--- config.mk ---
export PLATFORM = sky130hd
export DESIGN_NAME = step_clock_gen
export DESIGN_NICKNAME = d
export VERILOG_FILES = /design/src/rtl/step_clock_gen.sv
export SDC_FILE = /design/constraint.sdc
export NUM_CORES = 1
export LEC_CHECK = 0
export BUFFER_PORTS_ARGS = -buffer_cell sky130_fd_sc_hd__buf_2
export CORE_ASPECT_RATIO = 1.75
export CORE_UTILIZATION = 60
export CTS_CLUSTER_SIZE = 8
export DETAILED_ROUTE_END_ITERATION = 8
export HOLD_SLACK_MARGIN = 0.08
export PLACE_DENSITY = 0.86
export SLEW_MARGIN = 10
export SYNTH_ARGS = -nofsm -noshare
export SYNTH_HDL_FRONTEND = slang
export SYNTH_SLANG_ARGS = --single-unit
--- constraint.sdc ---
create_clock -name clk -period 4 [get_ports clk]
set_input_delay 0.4 -clock clk [delete_from_list [all_inputs] [get_ports clk]]
set_output_delay 0.4 -clock clk [all_outputs]
set_load 0.01 [all_outputs]
--- src/rtl/step_clock_gen.sv ---
// Single-step clock generator: synchronize, debounce, and edge-detect a push-button,
// then stretch each press into one fixed-width cpu_clk high phase.
// Optional auto-run trigger: define STEP_CLOCK_AUTO_RUN_EN (adds run_en, RUN_PERIOD).
module step_clock_gen #(
  parameter int unsigned DEBOUNCE_CYCLES = 500000,
  parameter int unsigned CLK_HIGH_CYCLES = 4,
  parameter int unsigned CNT_W           = 20
`ifdef STEP_CLOCK_AUTO_RUN_EN
  ,
  parameter int unsigned RUN_PERIOD      = 25000000
`endif
) (
  input  logic        clk,
  input  logic        rst_n,
  input  logic        btn_raw,
`ifdef STEP_CLOCK_AUTO_RUN_EN
  input  logic        run_en,
`endif
  output logic        btn_level,
  output logic        cpu_clk,
  output logic        step_pulse,
  output logic [15:0] step_count
);

  localparam int unsigned HCNT_W = (CLK_HIGH_CYCLES > 1) ? $clog2(CLK_HIGH_CYCLES) : 1;

  typedef enum logic [0:0] {StIdle, StHigh} state_e;

  logic              s1_q, s2_q;
  logic [CNT_W-1:0]  db_cnt_q, db_cnt_d;
  logic              btn_level_q, btn_level_d;
  logic              level_dly_q;
  logic              rise;
  logic              step_trig;
  state_e            state_q, state_d;
  logic [HCNT_W-1:0] hcnt_q, hcnt_d;
  logic              cpu_clk_q, cpu_clk_d;
  logic              step_pulse_q, step_pulse_d;
  logic [15:0]       step_count_q, step_count_d;

  // Debounce: a new level is accepted only after DEBOUNCE_CYCLES consecutive disagreements.
  always_comb begin
    db_cnt_d    = db_cnt_q;
    btn_level_d = btn_level_q;
    if (s2_q == btn_level_q) begin
      db_cnt_d = '0;
    end else if (db_cnt_q == CNT_W'(DEBOUNCE_CYCLES - 1)) begin
      btn_level_d = s2_q;
      db_cnt_d    = '0;
    end else begin
      db_cnt_d = db_cnt_q + 1'b1;
    end
  end

  assign rise = btn_level_q & ~level_dly_q;

`ifdef STEP_CLOCK_AUTO_RUN_EN
  localparam int unsigned RUN_W = (RUN_PERIOD > 1) ? $clog2(RUN_PERIOD) : 1;

  logic [RUN_W-1:0] run_cnt_q, run_cnt_d;
  logic             run_trig;

  always_comb begin
    run_cnt_d = run_cnt_q;
    run_trig  = 1'b0;
    if (!run_en) begin
      run_cnt_d = '0;
    end else if (run_cnt_q == RUN_W'(RUN_PERIOD - 1)) begin
      run_cnt_d = '0;
      run_trig  = 1'b1;
    end else begin
      run_cnt_d = run_cnt_q + 1'b1;
    end
  end

  always_ff @(posedge clk or negedge rst_n) begin
    if (!rst_n) begin
      run_cnt_q <= '0;
    end else begin
      run_cnt_q <= run_cnt_d;
    end
  end

  // Coincident button rise and timer trigger collapse into a single step.
  assign step_trig = rise | run_trig;
`else
  assign step_trig = rise;
`endif

  // Triggers arriving while already in StHigh are dropped, not queued.
  always_comb begin
    state_d      = state_q;
    hcnt_d       = hcnt_q;
    cpu_clk_d    = cpu_clk_q;
    step_pulse_d = 1'b0;
    step_count_d = step_count_q;
    unique case (state_q)
      StIdle: begin
        cpu_clk_d = 1'b0;
        if (step_trig) begin
          state_d      = StHigh;
          cpu_clk_d    = 1'b1;
          step_pulse_d = 1'b1;
          step_count_d = step_count_q + 16'd1;
          hcnt_d       = '0;
        end
      end
      StHigh: begin
        if (hcnt_q == HCNT_W'(CLK_HIGH_CYCLES - 1)) begin
          cpu_clk_d = 1'b0;
          state_d   = StIdle;
        end else begin
          hcnt_d = hcnt_q + 1'b1;
        end
      end
      default: begin
        state_d   = StIdle;
        cpu_clk_d = 1'b0;
      end
    endcase
  end

  always_ff @(posedge clk or negedge rst_n) begin
    if (!rst_n) begin
      s1_q         <= 1'b0;
      s2_q         <= 1'b0;
      db_cnt_q     <= '0;
      btn_level_q  <= 1'b0;
      level_dly_q  <= 1'b0;
      state_q      <= StIdle;
      hcnt_q       <= '0;
      cpu_clk_q    <= 1'b0;
      step_pulse_q <= 1'b0;
      step_count_q <= 16'd0;
    end else begin
      s1_q         <= btn_raw;
      s2_q         <= s1_q;
      db_cnt_q     <= db_cnt_d;
      btn_level_q  <= btn_level_d;
      level_dly_q  <= btn_level_q;
      state_q      <= state_d;
      hcnt_q       <= hcnt_d;
      cpu_clk_q    <= cpu_clk_d;
      step_pulse_q <= step_pulse_d;
      step_count_q <= step_count_d;
    end
  end

  assign btn_level  = btn_level_q;
  assign cpu_clk    = cpu_clk_q;
  assign step_pulse = step_pulse_q;
  assign step_count = step_count_q;

endmodule
==> results.toml <==
[outcome]
status = "finished clean"

[drt]
wire_per_inst_um = 15.7
drc = 0
first_iter_violations = 28
wl_um = 4010
vias = 1474
firstDrtPassIters = 4
ant_nets = 0
viasPerCell = 5.78

[final_layout]
design_area_mm2 = 0.00227
fillers = 239
diodes = 0
finalNetCount = 217
syn2layout_area_growth_pct = 11.3
final_cells = 255
regArea_mm2 = 0.00113
multi_input_area_um2 = 871
drive_gt1_frac = 0.179

[timing]
worstMarginPinSlew_ps = 970
fin_tns_setup_ps = 0
max_slew_margin = 0.353
fmax_mhz = 544
fin_worst_skew_ps = 7.23
period_share = 0.460
fin_hold_ws_ps = 198
setup_viol = 0
final_max_slew_viol_count = 0
fin_crit_ps = 1840
rsz0062_at_grt = "no"
hold_viol = 0

[global_routing]
antenna_found_initial = 0
grt_pass1_wl_um = 6630
gr-total-overflow = 0
grt_max_degree = 46
grt_pass1_vias = 1509
track_usage = 0.254

[logic_synthesis]
postSynthAreaPerCell_um2 = 11.0
synth-edff-count = 0
synth_fp_nets = 191
synth.top_cell.area_share = 0.551
yosys-top-cells-count = "dfrtp_1, nor2_1, xnor2_1, nand2_1, nand3_1"
seq_area_frac_synth = 0.551
synth.most_common_cell = "dfrtp_1"
synth_flop_cell = "dfrtp_1"
synthCells = 185
synth_largest_area_cell = "dfrtp_1"
ys_async_sr_fraction = 1.00
yosysUniqueCellTypes = 30
ys_seq_elements = 45
yosysWarnings = 0
synth.top_cells.by_area = "dfrtp_1, xnor2_1, nor2_1"
syn-cell-area_mm2 = 0.00204

[worst_setup_path]
cp_max_fo = 6
critPathRequiredTime_ps = 4180
crit_arrival_ps = 2020
cp-start-kind = "register"
crit_type = "register to register"
cp-end-kind = "register"

[clock_tree]
clkSlewWorstSetupHoldPaths_ps = 80
ctsHoldBuffers = 0
cts_tree = "done"
cts-buffers-inserted = 5
cts_setup_buffers = 0
cts.repair.resized = 0
root_buffer = "clkbuf_8"
clock_tree.buffer_depth = 2
clock_latency_ps = 300
cts.sinks = 45
h-tree-depth = 2

[hold_path]
min_path_type = "input port to register"

[floorplanning]
io_pins = 22
die_area_mm2 = 0.00365
start_util = 0.637
coreArea_mm2 = 0.00321
die_w_um = 46.1
die-height_um = 79.2
num_rows = 27

[placement]
dp.cells = 247
gp_congestion = 0.840
placed_cell_area_mm2 = 0.00219
io_buffers = 21
detailed_place_hpwl_um = 2850

[pwr]
p_leak_nw = 1.06
ir_worst_vdd_uv = 307
p_per_area_mw_per_mm2 = 331
p_total_w = 0.000753

[job]
maxCapViolCount = 0
sequential cells by signal, indices dropped and copies added (netlist names):
| register | flops |
|---|---|
| hcnt_q | 2 |
| step_pulse | 1 |
| step_count | 16 |
| db_cnt_q | 20 |
| s1_q | 1 |
| state_q | 1 |
| level_dly_q | 1 |
| s2_q | 1 |
| btn_level | 1 |
| cpu_clk | 1 |
power by group:
part / total, W / switching, W / internal (W) / leakage, nW
clock: 0.000275 / 0.000152 / 0.000123 / 0.0374
sequential: 0.000461 / 0.00000277 / 0.000458 / 0.622
combinational: 0.0000173 / 0.0000139 / 0.00000350 / 0.397
layer usage:
metal / up-vias / GRT usage / share of wire
li1: 685 / - / -
met1: 743 / 0.274 / 0.39
met2: 33 / 0.438 / 0.56
met3: 13 / 0.0682 / 0.032
met4: 0 / 0.115 / 0.022
met5: - / 0 / 0
layout make-up:
| type | instances | area share |
|---|---|---|
| sequential | 45 | 0.495 |
| multi-input combinational | 130 | 0.383 |
| timing repair buffer | 21 | 0.0462 |
| clock buffer | 6 | 0.0319 |
| tap | 43 | 0.0237 |
| inverter | 8 | 0.0132 |
| clock inverter | 2 | 0.00660 |
placed cells by master (no fill, tap or decap), types with 7 or more instances in the layout:
| master | Yosys | routed |
|---|---|---|
| dfrtp_1 | 45 | 45 |
| nand2_1 | 13 | 13 |
| nand3_1 | 13 | 13 |
| nand4_1 | 11 | 11 |
| xor2_1 | 7 | 7 |
| nor2_1 | 23 | 23 |
| inv_1 | 8 | 8 |
| buf_2 | 1 | 21 |
| xnor2_1 | 23 | 23 |
path summary, 6_finish.rpt:
check,from,to,slack (ps),cells past startpoint
max in group asynchronous,rst_n,db_cnt_q[3],3150,1
max,db_cnt_q[7],btn_level,2160,4
min in group asynchronous,rst_n,state_q,250,1
max reg2reg,db_cnt_q[7],btn_level,2160,4
min reg2reg,s1_q,s2_q,350,0
min,btn_raw,s1_q,200,1
worst max-delay path, stage by stage, from the launching register on:
cell and delay (ps):
dfrtp_1 470, nor4b_1 360, nand4_1 170, nor2_1 330
mux2_2 390
cell families after synthesis:
| family | synth area share |
|---|---|
| adders and majority gates | 0.0184 |
| buffers and inverters | 0.0227 |
| DFF | 0.551 |
| muxes | 0.0153 |
| and+or+nand+nor | 0.241 |
| AOI/OAI and AO/OA | 0.0233 |
| xor gates and xnor gates | 0.129 |
through the flow:
step	setup WS, ps	utilization
finish	2160	0.708
global route	2030	0.708
CTS	2160	0.708
detailed placement	2160	0.681
global placement	2250	0.681
floorplan	2340	-
Power figures use the tool's default switching activity.
